File: config.mk
export PLATFORM = sky130hd
export DESIGN_NAME = gost_gamma_ctrl
export DESIGN_NICKNAME = d
export VERILOG_FILES = /design/src/rtl/gost_pkg.sv /design/src/rtl/gost_ctr_step.sv /design/src/rtl/gost_gamma_ctrl.sv
export SDC_FILE = /design/constraint.sdc
export NUM_CORES = 1
export LEC_CHECK = 0
export BUFFER_PORTS_ARGS = -buffer_cell sky130_fd_sc_hd__clkbuf_2
export CAP_MARGIN = 0
export CORE_MARGIN = 2
export CORE_UTILIZATION = 55
export CTS_BUF_LIST = sky130_fd_sc_hd__clkbuf_4
export DETAILED_ROUTE_END_ITERATION = 7
export HOLD_SLACK_MARGIN = 0.02
export PLACE_DENSITY = 0.89
export SYNTH_ARGS = -nofsm -noshare
export SYNTH_HDL_FRONTEND = slang
export SYNTH_SLANG_ARGS = --single-unit
File: constraint.sdc
create_clock -name CLK -period 10.05 [get_ports CLK]
set_input_delay 2.01 -clock CLK [delete_from_list [all_inputs] [get_ports CLK]]
set_output_delay 2.01 -clock CLK [all_outputs]
set_load 0.01 [all_outputs]
File: src/rtl/gost_pkg.sv
// gost_pkg: shared constants, widths and state encoding for the
// GOST counter-mode (gamma) controller.
package gost_pkg;

  localparam int HW = 32;

  localparam logic [HW-1:0] GOST_C1 = 32'h01010104;
  localparam logic [HW-1:0] GOST_C2 = 32'h01010101;

  localparam logic [2:0] ST_IDLE = 3'd0;
  localparam logic [2:0] ST_SYNC = 3'd1;
  localparam logic [2:0] ST_RUN  = 3'd2;
  localparam logic [2:0] ST_GEN  = 3'd3;
  localparam logic [2:0] ST_HOLD = 3'd4;

  typedef enum logic [2:0] {
    IDLE = ST_IDLE,
    SYNC = ST_SYNC,
    RUN  = ST_RUN,
    GEN  = ST_GEN,
    HOLD = ST_HOLD
  } state_e;

endpackage

File: src/rtl/gost_ctr_step.sv
// gost_ctr_step: combinational gamma counter step.
// n_i = {N2,N1} -> n_o = {N2+C1 mod 2^32-1, N1+C2 mod 2^32}.
module gost_ctr_step
  import gost_pkg::*;
(
  input  logic [2*HW-1:0] n_i,
  output logic [2*HW-1:0] n_o
);

  logic [HW:0]   s2;
  logic [HW-1:0] n2_nxt;
  logic [HW-1:0] n1_nxt;

  always_comb begin
    s2     = {1'b0, n_i[2*HW-1:HW]} + {1'b0, GOST_C1};
    // end-around carry folds the 2^32 overflow back in
    n2_nxt = s2[HW-1:0] + HW'(s2[HW]);
    n1_nxt = n_i[HW-1:0] + GOST_C2;
    n_o    = {n2_nxt, n1_nxt};
  end

endmodule

File: src/rtl/gost_gamma_ctrl.sv
// gost_gamma_ctrl: counter-mode controller around an external GOST core.
// Ports: CLK/RST, IV load, DIN/DOUT valid-ready streams, CORE_IN/CORE_OUT.
module gost_gamma_ctrl
  import gost_pkg::*;
#(
  parameter int CORE_LAT = 0
) (
  input  logic          CLK,
  input  logic          RST,
  input  logic [63:0]   IV,
  input  logic          IV_VALID,
  output logic          SYNCED,
  input  logic [63:0]   DIN,
  input  logic          DIN_VALID,
  output logic          DIN_READY,
  output logic [63:0]   DOUT,
  output logic          DOUT_VALID,
  input  logic          DOUT_READY,
  output logic [63:0]   CORE_IN,
  input  logic [63:0]   CORE_OUT
);

  localparam int CW =
    (CORE_LAT > 0) ? $clog2(CORE_LAT + 1) : 1;
  localparam logic [CW-1:0] LAT_C = CW'(CORE_LAT);

  state_e      state_q, state_d;
  logic [CW-1:0] cnt_q, cnt_d;
  logic [63:0] n_q, n_d;
  logic [63:0] core_in_q, core_in_d;
  logic [63:0] dout_q, dout_d;
  logic [63:0] din_q, din_d;
  logic        synced_q, synced_d;
  logic        dout_valid_q, dout_valid_d;
  logic        din_ready;
  logic [63:0] n_nxt;

  gost_ctr_step u_step (
    .n_i (n_q),
    .n_o (n_nxt)
  );

  always_comb begin
    state_d      = state_q;
    cnt_d        = cnt_q;
    n_d          = n_q;
    core_in_d    = core_in_q;
    dout_d       = dout_q;
    din_d        = din_q;
    synced_d     = synced_q;
    dout_valid_d = dout_valid_q;
    din_ready    = (state_q == RUN) && !IV_VALID;
    unique case (state_q)
      IDLE: begin
        if (IV_VALID) begin
          core_in_d = IV;
          cnt_d     = '0;
          state_d   = SYNC;
        end
      end
      SYNC: begin
        if (cnt_q == LAT_C) begin
          n_d      = CORE_OUT;
          synced_d = 1'b1;
          state_d  = RUN;
        end else begin
          cnt_d = cnt_q + CW'(1);
        end
      end
      RUN: begin
        // a resync request wins over a pending data block
        if (IV_VALID) begin
          core_in_d = IV;
          cnt_d     = '0;
          synced_d  = 1'b0;
          state_d   = SYNC;
        end else if (DIN_VALID) begin
          din_d     = DIN;
          core_in_d = n_nxt;
          n_d       = n_nxt;
          cnt_d     = '0;
          state_d   = GEN;
        end
      end
      GEN: begin
        if (cnt_q == LAT_C) begin
          dout_d       = din_q ^ CORE_OUT;
          dout_valid_d = 1'b1;
          state_d      = HOLD;
        end else begin
          cnt_d = cnt_q + CW'(1);
        end
      end
      HOLD: begin
        if (DOUT_READY) begin
          dout_valid_d = 1'b0;
          state_d      = RUN;
        end
      end
      default: state_d = IDLE;
    endcase
  end

  always_ff @(posedge CLK or posedge RST) begin
    if (RST) begin
      state_q      <= IDLE;
      cnt_q        <= '0;
      n_q          <= '0;
      core_in_q    <= '0;
      dout_q       <= '0;
      din_q        <= '0;
      synced_q     <= 1'b0;
      dout_valid_q <= 1'b0;
    end else begin
      state_q      <= state_d;
      cnt_q        <= cnt_d;
      n_q          <= n_d;
      core_in_q    <= core_in_d;
      dout_q       <= dout_d;
      din_q        <= din_d;
      synced_q     <= synced_d;
      dout_valid_q <= dout_valid_d;
    end
  end

  assign SYNCED     = synced_q;
  assign DIN_READY  = din_ready;
  assign DOUT       = dout_q;
  assign DOUT_VALID = dout_valid_q;
  assign CORE_IN    = core_in_q;

endmodule

==> impl_metrics.tcl, run 1 <==
set metrics [dict create \
    status "completed" \
    fin_crit_ps 5669 \
    postCtsSetupBuffers 0 \
    layout_common_cells "nand2_1 (398), clkbuf_2 (327), dfrtp_1 (261), o21ai_0 (173), nor2_1 (114)" \
    tightest_slew_ps 1167 \
    synthArstFlopShare_pct 100.0 \
    ys_seq_elements 261 \
    required_ps 8040 \
    synth.distinct_cells 79 \
    final.setup_skew_ps 63.70 \
    timing.slew.headroom_pct 22.21 \
    power_mw 5.380 \
    vias 13280 \
    cts_tree "yes" \
    setup_viol_count_final 0 \
    cts_resized 0 \
    ys.flop_type "dfrtp_1" \
    cp.arrival_ps 3660 \
    min_path_type "flip-flop to flip-flop" \
    overflow 0 \
    clockBufferDepth 3 \
    finalCoreUtilization_pct 66.86 \
    antenna_found_initial 1 \
    initial_core_util_pct 56.22 \
    routedWlPerCell_um 18.59 \
    core_um2 24460 \
    syn_area_um2 13750 \
    drv_cap 0 \
    rows 57 \
    grt_pass1_wl_um 66930 \
    clkSinkCount 261 \
    dp.cells 2166 \
    grt_max_degree 130 \
    viasPerCell 5.809 \
    clkLatencyLatePin_ps 700 \
    syn_inst 1615 \
    finalCritPeriodShare_pct 56.41 \
    synth_enable_flop_cells 0 \
    cts_inserted_buffers 72 \
    maxSlewViolCount 0 \
    hold_violations 0 \
    htree_levels 3 \
    area.growth.synth_to_final_pct 18.93 \
    cp_max_fo 72 \
    r2r_cells 14 \
    grt_pass1_vias 12760 \
    mostFrequentLayoutCell "nand2_1" \
    ys_warn_count 0 \
    ctsHoldBuffers 0 \
    power_density_nw_per_um2 329.0 \
    power_leakage_nw 7.772 \
    min_path_cells 2 \
    cts-root-buf "clkbuf_4" \
    path_class "primary input to primary output" \
    place.gp.congestion 0.9361 \
    ant_nets 0 \
    grt.total_usage_pct 32.09 \
    portBuffers 327 \
    synth_area_per_cell_um2 8.515 \
    fin_nets 2119 \
    ios 328 \
    rsz0062_at_grt "false" \
    max-vdd-ir-drop_uv 242.4 \
    fmax_mhz 176.4 \
    dr.pass1.iters 8 \
    drcViolationCount 0 \
    clk_pin_slew_ps 60 \
    dp_hpwl_um 29620 \
    fillers 2001 \
    drive_gt1_share_pct 24.63 \
    die_height_um 162.1 \
    synth-seq-area-share_pct 47.49 \
    syn-num-nets 1818 \
    final_cells 2286 \
    cp-start-kind "primary input" \
    crit_path_end_kind "primary output" \
    dieArea_um2 26280 \
    die_w_um 162.1 \
    first_iter_violations 1509 \
    routed_wl_um 42490 \
    tns_ps 0 \
]
layout make-up:
type | instances | area, um^2 | share of cell area, %
Sequential cell | 261 | 6531 | 39.93
Inverter | 15 | 63.81 | 0.3901
Timing Repair Buffer | 337 | 1712 | 10.47
Clock buffer | 99 | 743.2 | 4.544
Multi-Input combinational cell | 1229 | 6755 | 41.30
Clock inverter | 20 | 142.6 | 0.8721
Tap cell | 324 | 405.4 | 2.479
Antenna cell | 1 | 2.502 | 0.01530
path summary, 6_finish.rpt:
check	slack (ps)	start	end
max	4380	IV_VALID	DIN_READY
min	480	DOUT[48]$_DFFE_PP0P_	DOUT[48]$_DFFE_PP0P_
max reg2reg	5400	n_q[34]$_DFFE_PP0P_	n_q[58]$_DFFE_PP0P_
min reg2reg	480	DOUT[48]$_DFFE_PP0P_	DOUT[48]$_DFFE_PP0P_
max in group asynchronous	7050	RST	DOUT[9]$_DFFE_PP0P_
min in group asynchronous	1500	RST	DOUT[46]$_DFFE_PP0P_
worst max-delay path: stages:
cell and delay [ps]:
clkbuf_2 110, nand2b_2 110, buf_4 590, inv_2 540, clkbuf_2 270
cell families after synthesis:
family	after synthesis	synth area share (%)
buffers and inverters	125	3.667
AND/OR/NAND/NOR	678	21.76
flip-flops	261	47.49
adder cells (fa/ha/maj)	6	0.5459
XOR/XNOR	128	8.152
AO/OA/AOI/OAI	405	17.48
multiplexers	12	0.9007
power breakdown:
group	leakage (nW)	internal [mW]	switching (mW)
registers	3.17	1.55	0.474
logic	4.07	0.912	1.48
clock network	0.524	0.506	0.460
total	7.77	2.97	2.41
metrics by stage:
stage	area, um^2	setup slack [ps]	hold slack, ps
detailed placement	15470	4341	469.2
global route	16360	4270	499.6
CTS	16350	4345	483.6
global placement	15470	4393	460.3
floorplan	13750	856.5	466.5
finish	16360	4381	480.7
synth_stat cells, drive strengths merged, types with 19 or more instances:
master / number / share of area [%]
buf: 24 / 0.88
o22ai: 21 / 1.0
nor2: 116 / 3.2
xor2: 28 / 1.8
nand2: 400 / 11
clkbuf: 86 / 2.4
dfrtp: 261 / 47
a22oi: 19 / 1.0
o21ai: 176 / 6.4
a21oi: 98 / 3.6
a31oi: 27 / 1.3
nor3: 22 / 0.87
nand3: 39 / 1.6
xnor2: 100 / 6.4
layer usage:
layer	wire length, um	global-route usage [%]	part of all wire [%]	up-vias
met3	4280	8.401	10	103
met5	0	0	0	-
li1	-	-	-	6143
met2	18940	48.05	45	687
met1	18290	46.20	43	6347
met4	976	9.453	2.3	0
state kept, by name, summed over array words and instances, names as in the netlist:
name and flops:
DOUT_VALID 1, SYNCED 1, DOUT 64, state_q 3, din_q 64, CORE_IN 64
n_q 64
No activity file was read; power rests on OpenSTA's default activity.
==> inputs of run 2 (changes only) <==
Settings changed: CORE_UTILIZATION 55 to 51, PLACE_DENSITY 0.89 to 0.87.
Clock period 10.05 ns to 4.8 ns, I/O delays scaled along.
==> run 2 against run 1 <==
Compared with the run above:
- sequential power is 110% higher
- global-route usage is 1.7 points lower
- critical endpoint is now n_q[58]$_DFFE_PP0P_
- total power is 110% higher
==> impl_metrics.tcl, run 2 (same netlist as run 1, synthesis figures left out) <==
set metrics [dict create \
    status "completed" \
    finalCritPeriodShare_pct 90.36 \
    placed_cell_area_um2 15580 \
    path_delay_family "simple AND/OR/NAND/NOR gates" \
    final_cells 2318 \
    rsz0062_at_grt "false" \
    cts_inserted_buffers 72 \
    htree_levels 3 \
    setup_viol_count_final 0 \
    clkSinkCount 261 \
    die_height_um 168.2 \
    cts_tree "yes" \
    routedWlPerCell_um 18.77 \
    holdWs_ps 444.7 \
    power_density_nw_per_um2 691.4 \
    crit_path_top_delay_cell "dfrtp_1" \
    tns_ps 0 \
    crit_path_end_kind "flip-flop" \
    viasPerCell 5.661 \
    max_stage_delay_ps 540 \
    grt_max_degree 145 \
    path_class "flip-flop to flip-flop" \
    fmax_mhz 230.6 \
    cp-start-kind "flip-flop" \
    area.growth.synth_to_final_pct 20.06 \
    rows 60 \
    drcViolationCount 0 \
    antenna_found_initial 3 \
    min_path_type "primary input to asynchronous set/reset pin" \
    overflow 0 \
    critPathBufInv 0 \
    core_um2 26730 \
    mostFrequentLayoutCell "nand2_1" \
    vias 13120 \
    routed_wl_um 43510 \
    fin_nets 2125 \
    final_area_um2 16510 \
    power_leakage_nw 7.837 \
    ios 328 \
    timing.slew.headroom_pct 18.49 \
    dieArea_um2 28290 \
    cp_max_fo 12 \
    maxSlewViolCount 0 \
    drv_cap 0 \
    layout_common_cells "nand2_1 (398), clkbuf_2 (327), dfrtp_1 (261), o21ai_0 (173), nor2_1 (114)" \
    grt_pass1_vias 12760 \
    dp.cells 2189 \
    power_mw 11.42 \
    dp_hpwl_um 31030 \
    fin_crit_ps 4337 \
    cp_cell_sequence "and4_1 > a211oi_4 > nor4_4 > o21ai_1 > nor2_1 > ha_1 > ha_1 > nand2_1 > o21bai_1 > nor3_2 > nand3_2 > o31ai_2 > a31oi_1 > o22a_1" \
    grt_pass1_wl_um 68280 \
    cts_resized 0 \
    hold_violations 0 \
    portBuffers 327 \
    fillers 2292 \
    cts-root-buf "clkbuf_4" \
    clkLatencyLatePin_ps 680 \
    dr.pass1.iters 8 \
    drive_gt1_share_pct 24.90 \
    first_iter_violations 1243 \
    clockBufferDepth 3 \
    required_ps 5350 \
    ant_nets 0 \
    clk_pin_slew_ps 70 \
    postCtsSetupBuffers 0 \
    cp.arrival_ps 4880 \
    die_w_um 168.2 \
    max-vdd-ir-drop_uv 466.1 \
    grt.total_usage_pct 30.39 \
    final.setup_skew_ps 37.68 \
    path_common_cell "ha_1" \
    ctsHoldBuffers 0 \
    tightest_slew_ps 1223 \
    initial_core_util_pct 51.46 \
    place.gp.congestion 0.9837 \
]
## run 2: changes by cell type in the layout (fill, tap and decap cells not counted), sizes merged
cell	delta
clkinv	+7
buf	+6
clkbuf	+2
clkinvlp	+1
inv	-1
## run 2: where the power goes
part,switching (mW),internal (mW)
combinational,3.21,1.95
clock,0.971,1.09
sequential,0.955,3.24
## run 2: worst paths after layout
| kind | startpoint | to | slack (ps) | depth (start not counted) |
|---|---|---|---|---|
| worst min-delay path | RST | DOUT[49]$_DFFE_PP0P_ | 440 | 3 |
| worst min register to register | CORE_IN[4]$_DFFE_PP0P_ | CORE_IN[4]$_DFFE_PP0P_ | 480 | 2 |
| worst max register to register | n_q[37]$_DFFE_PP0P_ | n_q[58]$_DFFE_PP0P_ | 460 | 14 |
| min in group CLK | DIN[3] | din_q[3]$_DFFE_PP0P_ | 470 | 3 |
| max in group asynchronous | RST | CORE_IN[30]$_DFFE_PP0P_ | 3640 | 3 |
| worst max-delay path | n_q[37]$_DFFE_PP0P_ | n_q[58]$_DFFE_PP0P_ | 460 | 14 |
## run 2: tightest hold or removal path: stages
cell and delay [ps]:
clkbuf_2 100, clkinvlp_4 100, buf_12 430
## run 2: metrics by stage
step                utilization, %  setup slack (ps)
floorplan                        -             398.4
global placement             58.30             742.1
detailed placement           58.30             558.2
CTS                          61.77             520.9
global route                 61.78             165.5
finish                       61.78             462.7
## run 2: area by class of cell
class / count / area [um^2] / share of cell area, %
Antenna cell: 1 / 2.502 / 0.01516
Clock inverter: 27 / 170.2 / 1.031
Inverter: 15 / 60.06 / 0.3637
Clock buffer: 101 / 758.2 / 4.592
Multi-Input combinational cell: 1229 / 6755 / 40.91
Tap cell: 341 / 426.7 / 2.584
Sequential cell: 261 / 6531 / 39.56
Timing Repair Buffer: 343 / 1807 / 10.94
## run 2: per-layer routing
layer / wire length, um / GRT usage, % / vias up
li1: - / - / 6155
met1: 18910 / 42.71 / 6229
met2: 18880 / 44.57 / 615
met3: 4287 / 8.886 / 121
met4: 1412 / 11.62 / 2
met5: 11 / 0 / -
==> inputs of run 3 (changes only) <==
Settings changed: CELL_PAD_IN_SITES_DETAIL_PLACEMENT set to 2, CELL_PAD_IN_SITES_GLOBAL_PLACEMENT set to 2, CORE_UTILIZATION 51 to 29, PLACE_DENSITY 0.87 to 0.85.
==> run 3 against run 2 <==
Compared with the run above:
- core utilization decreased by 26 points
- the flow now finishes with violations (DRC)
- sequential share of layout area decreased by 0.89 points
- critical path depth unchanged
- flip-flop and latch count unchanged
- final cell count increased by 12%
- sequential power increased by 2%
- hold slack got worse by 280 ps
- via count increased by 2.9%
- clock power increased by 6%
==> impl_metrics.tcl, run 3 (same netlist as run 1, synthesis figures left out) <==
set metrics [dict create \
    fin_nets 2139 \
    maxSlewViolCount 0 \
    combPwrFrac_pct 45.9 \
    drcViolationCount 26 \
    placed_cell_area_um2 15950 \
    grt_max_degree 158 \
    reg2reg_slack_ps 500 \
    post-place-ws_ps 376.0 \
    cts-root-buf "clkbuf_4" \
    dp.cells 2461 \
    clkSinkCount 261 \
    cp-start-kind "flip-flop" \
    drive_gt1_share_pct 25.48 \
    fmax_mhz 232.4 \
    viasPerCell 5.211 \
    die_height_um 221.8 \
    status "finished with violations" \
    wl_met2_um 27480 \
    cp_max_fo 11 \
    r2r-end "n_q[53]$_DFFE_PP0P_" \
    top_layer_used "met5" \
    cp.arrival_ps 4950 \
    power_leakage_nw 7.851 \
    p_clk_share_pct 18.2 \
    antenna_found_initial 7 \
    r2r_cells 14 \
    max-vdd-ir-drop_uv 270.2 \
    grt_pass1_wl_um 91200 \
    fin_crit_ps 4302 \
    seqPwrFrac_pct 35.9 \
    place.gp.congestion 0.8828 \
    timing.slew.headroom_pct 26.86 \
    regArea_um2 6531 \
    tightest_slew_ps 1097 \
    cts_resized 0 \
    clockBufferDepth 3 \
    grt.total_usage_pct 24.07 \
    final_area_um2 16890 \
    core_um2 46650 \
    final.setup_skew_ps 66.41 \
    routedWlPerCell_um 23.02 \
    portBuffers 327 \
    final_cells 2591 \
    dieArea_um2 49180 \
    finalCritPeriodShare_pct 89.63 \
    clk_pin_slew_ps 60 \
    tns_ps 0 \
    cts_tree "yes" \
    die_w_um 221.8 \
    p_int_mw 6.297 \
    drv_cap 0 \
    wl_met3_um 3217 \
    overflow 0 \
    routed_wl_um 59650 \
    finalCoreUtilization_pct 36.20 \
    fillers 5295 \
    ctsHoldBuffers 0 \
    mostFrequentLayoutCell "nand2_1" \
    required_ps 5450 \
    ant_nets 0 \
    power_density_nw_per_um2 709.0 \
    initial_core_util_pct 29.48 \
    p_sw_mw 5.677 \
    layout_common_cells "nand2_1 (398), clkbuf_2 (327), dfrtp_1 (261), o21ai_0 (173), nor2_1 (114)" \
    setup_viol_count_final 0 \
    postCtsSetupBuffers 0 \
    clkLatencyLatePin_ps 820 \
    violations "DRC" \
    dp_hpwl_um 42470 \
    ios 328 \
    setup_slack_ps 497.6 \
    dr.pass1.iters 7 \
    wl_met1_um 27160 \
    crit_path_end_kind "flip-flop" \
    p_sw_share_pct 47.41 \
    first_iter_violations 700 \
    area.growth.synth_to_final_pct 22.81 \
    path_class "flip-flop to flip-flop" \
    hold_violations 0 \
    cts_inserted_buffers 80 \
    r2r-start "n_q[41]$_DFFE_PP0P_" \
    rsz0062_at_grt "false" \
    vias 13500 \
    htree_levels 3 \
    min_path_type "primary input to asynchronous set/reset pin" \
    rows 79 \
    grt_pass1_vias 14850 \
    holdWs_ps 163.8 \
    multi_input_area_um2 6761 \
    power_mw 11.97 \
]
[run 3: cell types whose count changed in the layout (fill, tap and decap cells not counted), sizes merged]
| cell | previous run | this run |
|---|---|---|
| clkinvlp | 2 | 4 |
| buf | 16 | 22 |
| bufinv | 2 | 1 |
| diode | 1 | 6 |
| inv | 17 | 14 |
| clkinv | 21 | 11 |
| clkbuf | 428 | 436 |
[run 3: cell type report]
cell class,instances,share of cell area [%]
Antenna cell,6,0.08890
Clock buffer,109,4.845
Tap cell,607,4.497
Sequential cell,261,38.67
Clock inverter,15,0.6149
Inverter,15,0.3556
Timing Repair Buffer,349,10.89
Multi-Input combinational cell,1229,40.04
[run 3: power by group through the flow]
stage | clock network (mW) | registers (mW) | logic, mW
2_1_floorplan | 0 | 4.13 | 3.35
3_3_place_gp | 0 | 4.19 | 5.17
3_5_place_dp | 0 | 4.29 | 5.44
4_1_cts | 2.25 | 4.29 | 5.53
5_1_grt | 2.37 | 4.44 | 6.07
6_report | 2.18 | 4.30 | 5.50
[run 3: metal layers]
layer  GRT usage [%]  vias to the layer above
li1                -                     6176
met1           31.91                     6878
met2           38.06                      337
met3           5.486                      108
met4           9.590                        2
met5               0                        -
[run 3: worst max-delay path, cell delays in order (launching register included)]
cell and delay [ps]:
dfrtp_1 550, and3_1 380, a21oi_1 200, nor4_4 450, o21ai_1 150, nor2_1 240, ha_1 220, nand2b_1 80
nor4b_2 300, nand2_1 140, nor3_1 350, nand3_2 280, or4_1 620, nand3_1 120, a22oi_1 80
[run 3: how the worst max path moves through the flow]
stage                        startpoint                      to  slack (ps)  cells past startpoint
finish              n_q[41]$_DFFE_PP0P_     n_q[53]$_DFFE_PP0P_         500                     14
global route        n_q[41]$_DFFE_PP0P_     n_q[53]$_DFFE_PP0P_         170                     14
CTS                 n_q[38]$_DFFE_PP0P_     n_q[53]$_DFFE_PP0P_         350                     14
detailed placement  n_q[37]$_DFFE_PP0P_     n_q[53]$_DFFE_PP0P_         380                     14
global placement    n_q[37]$_DFFE_PP0P_     n_q[53]$_DFFE_PP0P_         610                     14
floorplan                           RST  CORE_IN[0]$_DFFE_PP0P_         400                      1
